`src/rtl/clfsr_decrypt.sv`:
```
// Streaming CLFSR frame decryptor: pairs each keystream triple with the ciphertext pixel
// at the same address, XORs them, and queues plaintext in a 4-entry FWFT FIFO.
module clfsr_decrypt #(
    parameter int DEPTH  = 16384,
    parameter int ADDR_W = 14
) (
    input  logic              clk,
    input  logic              rst,
    input  logic              start,
    input  logic              ks_valid,
    output logic              ks_ready,
    input  logic [7:0]        R_random,
    input  logic [7:0]        G_random,
    input  logic [7:0]        B_random,
    output logic              ct_rd_en,
    output logic [ADDR_W-1:0] ct_addr,
    input  logic [7:0]        R_ct,
    input  logic [7:0]        G_ct,
    input  logic [7:0]        B_ct,
    output logic              pix_valid,
    input  logic              pix_ready,
    output logic [7:0]        R_plain,
    output logic [7:0]        G_plain,
    output logic [7:0]        B_plain,
    output logic              pix_last,
    output logic              busy,
    output logic              done,
    output logic [1:0]        dbg_state
);

    // Handshakes: a keystream triple moves when ks_valid && ks_ready; a plaintext
    // pixel moves when pix_valid && pix_ready. Neither ready depends on its own valid.
    typedef enum logic [1:0] {
        S_IDLE  = 2'd0,
        S_RUN   = 2'd1,
        S_DRAIN = 2'd2,
        S_DONE  = 2'd3
    } state_t;

    localparam logic [ADDR_W-1:0] LAST_ADDR = ADDR_W'(DEPTH - 1);

    state_t            state_q, state_d;
    logic [ADDR_W-1:0] addr_q, addr_d;
    logic [ADDR_W-1:0] hold_addr_q;
    logic              inflight_q;
    logic [23:0]       key_q;
    logic              key_last_q;
    logic [24:0]       fifo_q [4];
    logic [1:0]        wr_ptr_q;
    logic [1:0]        rd_ptr_q;
    logic [2:0]        count_q;

    logic [2:0]        occ;
    logic              xfer;
    logic              is_last;
    logic              push;
    logic              pop;
    logic [24:0]       head;

    // Reserving room for the in-flight read keeps the FIFO from ever overflowing.
    assign occ      = count_q + {2'b00, inflight_q};
    assign ks_ready = (state_q == S_RUN) && (occ <= 3'd2);
    assign xfer     = ks_valid && ks_ready;
    assign is_last  = (addr_q == LAST_ADDR);
    assign ct_rd_en = xfer;
    assign ct_addr  = xfer ? addr_q : hold_addr_q;

    assign head      = fifo_q[rd_ptr_q];
    assign pix_valid = (count_q != 3'd0);
    assign R_plain   = head[24:17];
    assign G_plain   = head[16:9];
    assign B_plain   = head[8:1];
    assign pix_last  = pix_valid && head[0];
    assign push      = inflight_q;
    assign pop       = pix_valid && pix_ready;

    assign busy      = (state_q == S_RUN) || (state_q == S_DRAIN);
    assign done      = (state_q == S_DONE);
    assign dbg_state = state_q;

    always_comb begin
        state_d = state_q;
        addr_d  = addr_q;
        case (state_q)
            S_IDLE, S_DONE: begin
                if (start) begin
                    state_d = S_RUN;
                    addr_d  = '0;
                end
            end
            S_RUN: begin
                if (xfer) begin
                    if (is_last) state_d = S_DRAIN;
                    else         addr_d  = addr_q + 1'b1;
                end
            end
            S_DRAIN: begin
                if (pop && head[0]) state_d = S_DONE;
            end
            default: state_d = S_IDLE;
        endcase
    end

    always_ff @(posedge clk) begin
        if (rst) begin
            state_q     <= S_IDLE;
            addr_q      <= '0;
            hold_addr_q <= '0;
            inflight_q  <= 1'b0;
            key_q       <= '0;
            key_last_q  <= 1'b0;
            wr_ptr_q    <= '0;
            rd_ptr_q    <= '0;
            count_q     <= '0;
            for (int i = 0; i < 4; i++) fifo_q[i] <= '0;
        end else begin
            state_q    <= state_d;
            addr_q     <= addr_d;
            inflight_q <= xfer;
            if (xfer) begin
                key_q       <= {R_random, G_random, B_random};
                key_last_q  <= is_last;
                hold_addr_q <= addr_q;
            end
            // RAM data returns one cycle after the read; combine it with the held key.
            if (push) begin
                fifo_q[wr_ptr_q] <= {R_ct ^ key_q[23:16], G_ct ^ key_q[15:8],
                                     B_ct ^ key_q[7:0], key_last_q};
                wr_ptr_q <= wr_ptr_q + 2'd1;
            end
            if (pop) rd_ptr_q <= rd_ptr_q + 2'd1;
            case ({push, pop})
                2'b10:   count_q <= count_q + 3'd1;
                2'b01:   count_q <= count_q - 3'd1;
                default: count_q <= count_q;
            endcase
        end
    end

endmodule
```
`config.mk`:
```
export PLATFORM = sky130hd
export DESIGN_NAME = clfsr_decrypt
export DESIGN_NICKNAME = d
export VERILOG_FILES = /design/src/rtl/clfsr_decrypt.sv
export SDC_FILE = /design/constraint.sdc
export NUM_CORES = 1
export LEC_CHECK = 0
export CAP_MARGIN = 20
export CORE_ASPECT_RATIO = 2
export CORE_MARGIN = 3
export CORE_UTILIZATION = 47
export CTS_CLUSTER_SIZE = 12
export DETAILED_ROUTE_END_ITERATION = 10
export MAX_ROUTING_LAYER = met4
export PLACE_DENSITY = 0.69
export SYNTH_ARGS = -nofsm -noshare
export SYNTH_HDL_FRONTEND = slang
export SYNTH_SLANG_ARGS = --single-unit
export TNS_END_PERCENT = 100
```
`constraint.sdc`:
```
create_clock -name clk -period 2.7 [get_ports clk]
set_input_delay 0.675 -clock clk [delete_from_list [all_inputs] [get_ports clk]]
set_output_delay 0.675 -clock clk [all_outputs]
set_load 0.03 [all_outputs]
```
==> metrics.txt <==
IO Count=between 90 and 100; Internal Power=just over 5 mW; FF-to-FF Start=inflight_q; GR Overflow Total=0; Root Buffer=clkbuf_16; P per Cell Area=779 nW/um2; crit path kind=reg2out; Max Fclk=roughly 380 MHz; mean routed wirelength per cell=18.6 um; worst-path cell chain=ha_4 -> ha_4 -> xnor2_4 -> nand4_4 -> clkinv_4 -> buf_12 -> nand2_2 -> nand2_2 -> buf_12; Final Hold Viols=0; Worst Setup End Kind=output pin; ANT nets after route=0; Layout Nets=just over 800; Flop pwr share=40.1%; CP required=between 2 and 2.5 ns; final setup vio count=0; post-synth net total=about 700; Sw Share=between 30% and 40%; Initial Util=48.5%; Worst-Skew Late Latency=between 0.4 and 0.5 ns; Area Growth Syn to Fin=29.4%; Placed Cells=roughly 920; maximum root-to-sink buffer count=2; largest net degree at the start of global routing=70; Switch Pwr=approximately 2.3 mW; Mapped Area=7260 um2; hold depth=2; IO Port Bufs=98; largest area contributor in the netlist=edfxtp_1; GRT Util Overall=between 20 and 25%; crit-path leading delay family=buffers and inverters; DRC viols=0; Crit Path Max Fanout=8; synth top area cells=edfxtp_1 (41%), dfxtp_1 (18%), mux4_2 (7.8%); Buf/Inv on CP=3; full die area=17100 um2; commonest cells in the netlist=nand2_1 (108), edfxtp_1 (100), nor2_1 (74); CTS H-tree depth=4; Period minus WS final=approximately 2.7 ns; Core Area=roughly 15000 um2; R2R depth=10; R2R Path End=addr_q[10]; Num CTS Buffers=17; share of layout cells above drive strength 1=around 20%; peak supply drop=505 uV; top_reg_cell synth=edfxtp_1; post-synthesis cell type count=52; syn_area_per_cell=roughly 11 um2; Max Clock Skew=0.00875 ns; fin area=roughly 9400 um2; outcome=finished clean; Min-Delay Endpoint=hold_addr_q[11]; routed wire length=about 18000 um; HPWL Detailed=between 10000 and 15000 um; vias in the first global route=5682; Least-Margin Pin Slew=0.710 ns; Tcrit/Tclk final=a little over nine tenths; most frequent cell after synthesis=nand2_1; Synth Instances=between 600 and 700; Comb pwr share=27.3%; post-placement setup slack=roughly 0.085 ns; Reg2Reg Setup Slack=roughly 0.28 ns; total iterations of the first detailed-routing run=4; sequential area share after synthesis=between 50% and 60%; worst hold start=hold_addr_q[11]; Final WS setup=approximately 0.046 ns; Slowest-stage cell, CP=dfxtp_2; Die Y=between 150 and 200 um; Slew headroom=52.6%; dpl cell area=~8600 um2; FP Rows=between 60 and 70; Pleak=roughly 3.4 nW; TritonCTS Sinks=between 150 and 200; initial antenna violation count=0; number of diodes=0; Arrival @ worst endpoint=1.98 ns; Post-synth EDFFs=100; Slew Limit Fails=0; Worst-path clk slew=~0.070 ns; Crit path largest cell delay=approximately 0.34 ns; CTS tree=done; placer congestion estimate=0.902; die width=between 90 and 100 um; asr flop ratio synth=0%; first-pass GRT wire length=around 28000 um; yosys warns=0; synthesized flop and latch total=about 170; 1st-iter DRT viols=about 310; Final TNS setup=0 ns; RSZ-0062 raised after global routing=true; non-filler cells, final=approximately 960; Worst setup SP type=flip-flop; Worst Hold Class=reg2reg; DR vias/cell=~5.6; Max Cap Viol=0; via count=between 5k and 6k; # hold bufs at CTS=0; clock network fraction of design power=between 30% and 40%; Yosys top cell area share=41.4%
how the worst max path moves through the flow:
stage / from / endpoint / depth (start not counted)
floorplan: inflight_q / ct_addr[3] / 6
global placement: ks_valid / ct_addr[6] / 5
detailed placement: pix_ready / count_q[2] / 8
CTS: inflight_q / ct_addr[5] / 9
global route: inflight_q / ct_addr[0] / 9
finish: inflight_q / ct_addr[7] / 9
registers in the layout, indices dropped and copies added, names as in the netlist, named ones only:
register / flops
hold_addr_q: 14
fifo_q: 100
addr_q: 14
wr_ptr_q: 2
dbg_state: 2
rd_ptr_q: 2
count_q: 3
inflight_q: 1
key_last_q: 1
key_q: 24
layer usage:
layer,GRT usage [%],vias up,wire (um)
li1,-,2527,-
met1,22.0,2607,6240
met2,41.7,171,10400
met3,3.94,37,665
met4,10.1,0,616
met5,-,-,0
what timing repair did:
item	CTS	global route
resized for setup	57	11
gates cloned	2	0
hold endpoints to repair	0	0
setup endpoints to repair	36	14
buffers inserted	4	2
pin swaps	11	6
power by group through the flow:
stage | clock network [mW] | registers [mW] | logic, mW
6_report | 2.39 | 2.93 | 2.00
3_3_place_gp | 0 | 2.97 | 1.92
5_1_grt | 2.51 | 2.95 | 2.14
4_1_cts | 2.41 | 2.93 | 1.99
3_5_place_dp | 0 | 2.98 | 1.94
2_1_floorplan | 0 | 2.98 | 1.19
cell families (layout without fill, tap and decap cells):
family	count (synthesis)	count (layout)	share of synthesized area (%)
simple gates	267	267	16.5
flops	165	165	59.3
compound gates	88	88	7.66
buf+inv	54	181	3.14
xor+xnor	31	31	3.84
mux	26	26	7.91
fa+ha+maj	9	9	1.66
worst register-to-register path: stages, from the launching register on:
cell,delay (ns)
dfxtp_2,0.34
ha_4,0.16
ha_4,0.17
xnor2_4,0.17
nand4_4,0.15
buf_4,0.17
buf_4,0.13
bufbuf_16,0.29
o22ai_2,0.31
a21oi_1,0.14
a211o_1,0.29
layout make-up:
class,instances,area (um2)
Tap cell,195,244
Multi-Input combinational cell,421,2840
Clock buffer,20,468
Timing Repair Buffer,135,1360
Fill cell,1216,5590
Clock inverter,12,119
Inverter,14,57.6
Sequential cell,165,4310
placed cells by master (no fill, tap or decap), types with 3 or more instances in the layout:
cell and instances:
dfxtp_2 3, xnor2_1 25, o21ai_2 3, nor2_1 74
edfxtp_1 100, nand4_1 3, a21oi_1 50, o31ai_1 3
o21ai_0 6, inv_6 3, nand3_1 10, and3_1 4
ha_1 6, buf_12 9, dlygate4sd2_1 21, buf_4 40
clkdlybuf4s50_1 55, nand2_2 19, clkinv_4 4, buf_6 7
a31oi_1 7, dfxtp_1 62, inv_1 13, nor3_1 47
or3_1 3, nand2_1 87, and2_1 6, xor2_1 5
mux4_2 25, clkbuf_16 18
stage by stage:
step | total power [mW] | hold slack (ns) | util, %
after floorplan | 4.17 | 0.444 | -
after global placement | 4.89 | 0.453 | 57.4
after detailed placement | 4.93 | 0.457 | 57.4
after CTS | 7.33 | 0.466 | 62.4
after global routing | 7.60 | 0.492 | 62.7
final | 7.32 | 0.466 | 62.7
Note: power is estimated with default switching activity, not from simulation.
==> RTL change 1, RTL diff (config.mk and constraints unchanged) <==
Make the reset (`rst`) asynchronous in one clocked block.
--- a/src/rtl/clfsr_decrypt.sv
+++ b/src/rtl/clfsr_decrypt.sv
@@ -102,5 +102,5 @@
     end
 
-    always_ff @(posedge clk) begin
+    always_ff @(posedge clk or posedge rst) begin
         if (rst) begin
             state_q     <= S_IDLE;
Formal check against the unedited RTL: differs if rst is asserted again (counterexample within 4 cycles, from zero or initial values and one cycle with rst high); with rst held inactive, the same outputs for 4 cycles.
==> RTL change 1 against the unedited design <==
The run now ends with negative setup slack left; hold slack improved by 0.028 ns; clock skew rose by 0.0025 ns; routed wire length fell by 5.0%; sequential cell count fell by 2; final cell count rose by 5.0%; critical path type unchanged; largest cell class unchanged; highest routed layer unchanged; final area rose by 0.16%; synthesized area fell by 1.2%; count of clock-buffer cells in the layout rose by 2; setup slack got worse by 0.24 ns.
Power is not compared: it rests on default switching activity, and its combinational part moved more than twofold at a synthesized area within 25%.
==> RTL change 1: results (changes against the unedited design) <==
* Maximum vdd drop at 0.000703 V
* First-pass GRT wire length at 28600 µm (+1.3%)
* Worst r2r path cells at 12 (+2)
* Final nets at 868 (+6.4%)
* Multi-input gates at 472 (+12%)
* Share of layout cells above drive strength 1 at 21.7% (+1.5 points)
* WL final at 17000 µm (-5.0%)
* Detailed Route Iter0 Violations at 334 (+9.2%)
* M2 GR Usage at 36.9% (-4.8 points)
* CP arrival at 2.22 ns (+0.24 ns)
* Final setup fails at 15 (+15)
* XOR/XNOR Fraction of Synth Area at 3.79% (-0.059 points)
* Inverters at 17 (+3)
* Worst-path clk slew at 0.07 ns (about the same)
* Mapped Nets at 760 (+8.3%)
* Setup WS pre-CTS at -0.141 ns (-0.226 ns)
* Mean area per synthesized cell at 10.3 µm² (-8.9%)
* Status: finished with violations
* Final clock skew at 0.0113 ns (+0.00253 ns)
* Largest net degree at the start of global routing at 60 (-14%)
* Top post-synthesis cells by area: dfrtp_1, mux4_2, a21oi_1
* Global Route met1 Usage at 26.1% (+4.1 points)
* HPWL Detailed at 11800 µm (-3.6%)
* Fraction of registers with async set/reset at 100% (+100 points)
* Combinational power at 4.85 mW
* Non-clk buf share at 14.3% (-0.18 points)
* GPL Wtd Cong at 0.852 (-5.5%)
* Final hold slack at 0.495 ns (+0.0284 ns)
* Failing checks: negative setup slack
* # resized after CTS at 42 (-26%)
* Crit path max fanout at 7 (-1)
* FILL cells at 1174 (-3.5%)
* Gr usage total at 22.2% (-0.23 points)
* Placed Instance Area at 8570 µm² (-0.28%)
* Hold endpoint: hold_addr_q[13]
* Mux contribution to synthesized area at 9.18% (+1.3 points)
* Vias per cell at 5.43 (-2.2%)
* Area of the multi-input gates at 3090 µm² (+8.9%)
* Met3 usage in global routing at 3.17% (-0.77 points)
* Compound-cell area share of the yosys netlist at 9.51% (+1.9 points)
* Routed length on met3 at 899 µm (+35%)
* Vias in the first global route at 5873 (+3.4%)
* Post-CTS setup buffers at 5 (+1)
* Hold_sp: hold_addr_q[13]
* Met2 wire len at 9190 µm (-12%)
* Signal buffers at 131 (-3.0%)
* Slack of the critical path at -0.195 ns (-0.240 ns)
* Sequential share of cell area at 43.4% (-2.5 points)
* Num sequential at 163 (-1.2%)
* Reg2Reg Setup Slack at 0.17 ns (-0.11 ns)
* Hold path depth at 2 (unchanged)
* CLK BUF at 22 (+10%)
* Netlist cell types at 34 (-35%)
* Post-synth top cells: dfrtp_1, nand2_1, nor2_1
* Pre-antenna DRT Iters at 5 (+1)
* Reg-to-Reg End: addr_q[11]
* R2R Path Start: inflight_q
* Area share of fa/ha/maj cells after synthesis at 2.37% (+0.72 points)
* ClkCell Share at 6.11% (-0.14 points)
* Seq/Total Area, Yosys at 56.9% (-2.4 points)
-- RTL change 1: through the flow --
stage          std cells   TNS, ns
2_1_floorplan        694     -7.60
3_3_place_gp         970  -0.00143
3_5_place_dp         970    -0.614
4_1_cts             1008     -1.92
5_1_grt             1010     -2.98
6_report            1010     -2.03
-- RTL change 1: worst max-delay path: stages (launching register included) --
cell        delay [ns]
dfrtp_1           0.39
ha_2              0.21
ha_4              0.26
nand2_2           0.05
and3_4            0.20
nand2_8           0.10
clkinvlp_4        0.24
nand2_2           0.17
nand2_4           0.06
buf_12            0.13
-- RTL change 1: worst max-delay path by stage --
stage | start | to | slack (ns) | cells past startpoint
after floorplan | rst | addr_q[0] | -0.05 | 1
after global routing | inflight_q | ct_addr[3] | -0.25 | 9
after global placement | ks_valid | addr_q[11] | -0.001 | 7
after CTS | inflight_q | ct_addr[3] | -0.18 | 9
after detailed placement | count_q[0] | addr_q[11] | -0.14 | 10
final | inflight_q | ct_addr[3] | -0.19 | 9
==> RTL change 2, RTL diff (same flow settings) <==
Made on the original files. The parameter `ADDR_W` goes from 14 to 13.
--- a/src/rtl/clfsr_decrypt.sv
+++ b/src/rtl/clfsr_decrypt.sv
@@ -3,5 +3,5 @@
 module clfsr_decrypt #(
     parameter int DEPTH  = 16384,
-    parameter int ADDR_W = 14
+    parameter int ADDR_W = 13
 ) (
     input  logic              clk,
Interface: changed (resized ct_addr); port bits go from 99 to 98. No check against the original RTL was run, so the function may have changed too.
==> RTL change 2 against the unedited design <==
Sequential cell count down 2; setup slack lost 0.014 ns; total power is 1.8% lower; routed wire length down 3.1%; final area is 0.53% higher; synthesized cell count is 2.8% lower; critical endpoint is now ct_addr[12]; fmax down 0.52%; synthesized area fell by 2.7%; utilization up 2.4 points; largest cell class unchanged; register-to-register slack lost 0.20 ns.
==> RTL change 2: results (changes against the unedited design) <==
* CTS H-tree depth at 4 (unchanged)
* Status: finished, final reports clean
* Pre-antenna DRT Iters at 5 (+1)
* Final nets at 792 (-2.9%)
* Setup WS pre-CTS at 0.0211 ns (-0.0640 ns)
* Vias in the first global route at 5504 (-3.1%)
* P_sw at 2.36 mW (+3.7%)
* Worst-path clk slew at 0.07 ns (about the same)
* Max-cap viol count at 0 (unchanged)
* Maximum vdd drop at 0.000605 V (+20%)
* Fraction of registers with async set/reset at 0% (unchanged)
* HP Class: reg -> reg
* Initial antenna violation count at 0 (unchanged)
* Rel. slew slack at 51.7% (-0.90 points)
* Top post-synthesis cells by area: edfxtp_1, dfxtp_1, mux4_2
* Netlist cell types at 43 (-17%)
* GPL Wtd Cong at 0.823 (-8.8%)
* TritonCTS buffer count at 17 (unchanged)
* Placed Instance Area at 8350 µm² (-2.8%)
* Vias per cell at 5.56 (+0.19%)
* Largest net degree at the start of global routing at 71 (+1.4%)
* Detailed Route Iter0 Violations at 329 (+7.5%)
* Leak Pwr at 3.57 nW (+4.5%)
* Clk root buf: clkbuf_16
* Largest registers: fifo_q (100), key_q (24)
* WL final at 17400 µm (-3.1%)
* Share of layout cells above drive strength 1 at 21.9% (+1.7 points)
* Post-synth top cells: nand2_1, edfxtp_1, nor2_1
* Seq/Total Area, Yosys at 60.4% (+1.1 points)
* Gr usage total at 22.1% (-0.34 points)
* HPWL Detailed at 11300 µm (-8.0%)
* Final clock skew at 0.0149 ns (+0.00620 ns)
* First-pass GRT wire length at 27200 µm (-3.7%)
* PortBufs at 97 (-1.0%)
* Ys Warns at 0 (unchanged)
* CP arrival at 1.99 ns
* Mapped Nets at 684 (-2.6%)
RTL change 2: cell count changes in the layout (fill, tap and decap cells not counted), moves of 4 or more:
cell     delta
nand2_2    -13
nand2_1    -18
nor2_1      -5
buf_12      +4
or4_1       +6
nand2_4    +33
buf_4      -10
and2_1      -4
RTL change 2: logic make-up (layout without fill, tap and decap cells):
kind of cell / Yosys count / count (layout) / synth area share [%]
compound gates: 71 / 71 / 5.83
xor+xnor: 31 / 31 / 3.84
fa+ha+maj: 9 / 9 / 1.70
buf+inv: 54 / 175 / 3.08
flops: 163 / 163 / 60.4
mux: 29 / 29 / 8.58
simple gates: 265 / 265 / 16.6
RTL change 2: area by class of cell:
cell class	instances	area, µm²
Timing Repair inverter	1	20.0
Fill cell	1124	5070
Multi-Input combinational cell	405	2910
Inverter	13	75.1
Clock inverter	15	159
Clock buffer	17	425
Sequential cell	163	4270
Tap cell	192	240
Timing Repair Buffer	129	1340
RTL change 2: repair_timing:
action	in CTS	in global routing
gates resized for setup	69	63
endpoints found under the setup margin	37	15
cloned	3	0
setup buffers	9	4
hold endpoints to repair	0	0
pin swaps	4	16
RTL change 2: final timing paths:
kind,startpoint,end,slack [ns],depth (start not counted)
setup / recovery,inflight_q,ct_addr[12],0.03,9
hold / removal,key_q[6],key_q[6],0.47,2
hold reg to reg,key_q[6],key_q[6],0.47,2
setup reg to reg,inflight_q,addr_q[3],0.08,10
RTL change 2: metal layers:
layer / part of all wire [%] / global-route usage (%) / vias to the layer above
met3: 4.6 / 3.84 / 43
li1: - / - / 2450
met2: 57 / 40.5 / 179
met1: 34 / 22.0 / 2530
met5: 0 / - / -
met4: 3.8 / 12.0 / 0
RTL change 2: through the flow:
step           utilization (%)  instances  TNS [ns]
4_1_cts                   63.4        933         0
3_3_place_gp              57.6        889         0
6_report                  65.1        935         0
2_1_floorplan                -        622         0
5_1_grt                   65.1        935    -0.380
3_5_place_dp              57.6        889         0
RTL change 2: power groups by stage:
stage	clock [mW]	combinational [mW]	sequential, mW
2_1_floorplan	0	1.15	2.95
3_3_place_gp	0	1.77	2.94
3_5_place_dp	0	1.80	2.96
4_1_cts	2.36	1.93	2.90
5_1_grt	2.47	2.09	2.92
6_report	2.33	1.95	2.91
RTL change 2: critical path, cell delays in order (launching register included):
cell,delay (ns)
dfxtp_2,0.34
ha_4,0.16
ha_4,0.17
xnor2_4,0.17
nand4_4,0.17
buf_12,0.20
inv_16,0.09
nand2_4,0.06
nand2_2,0.08
buf_6,0.12
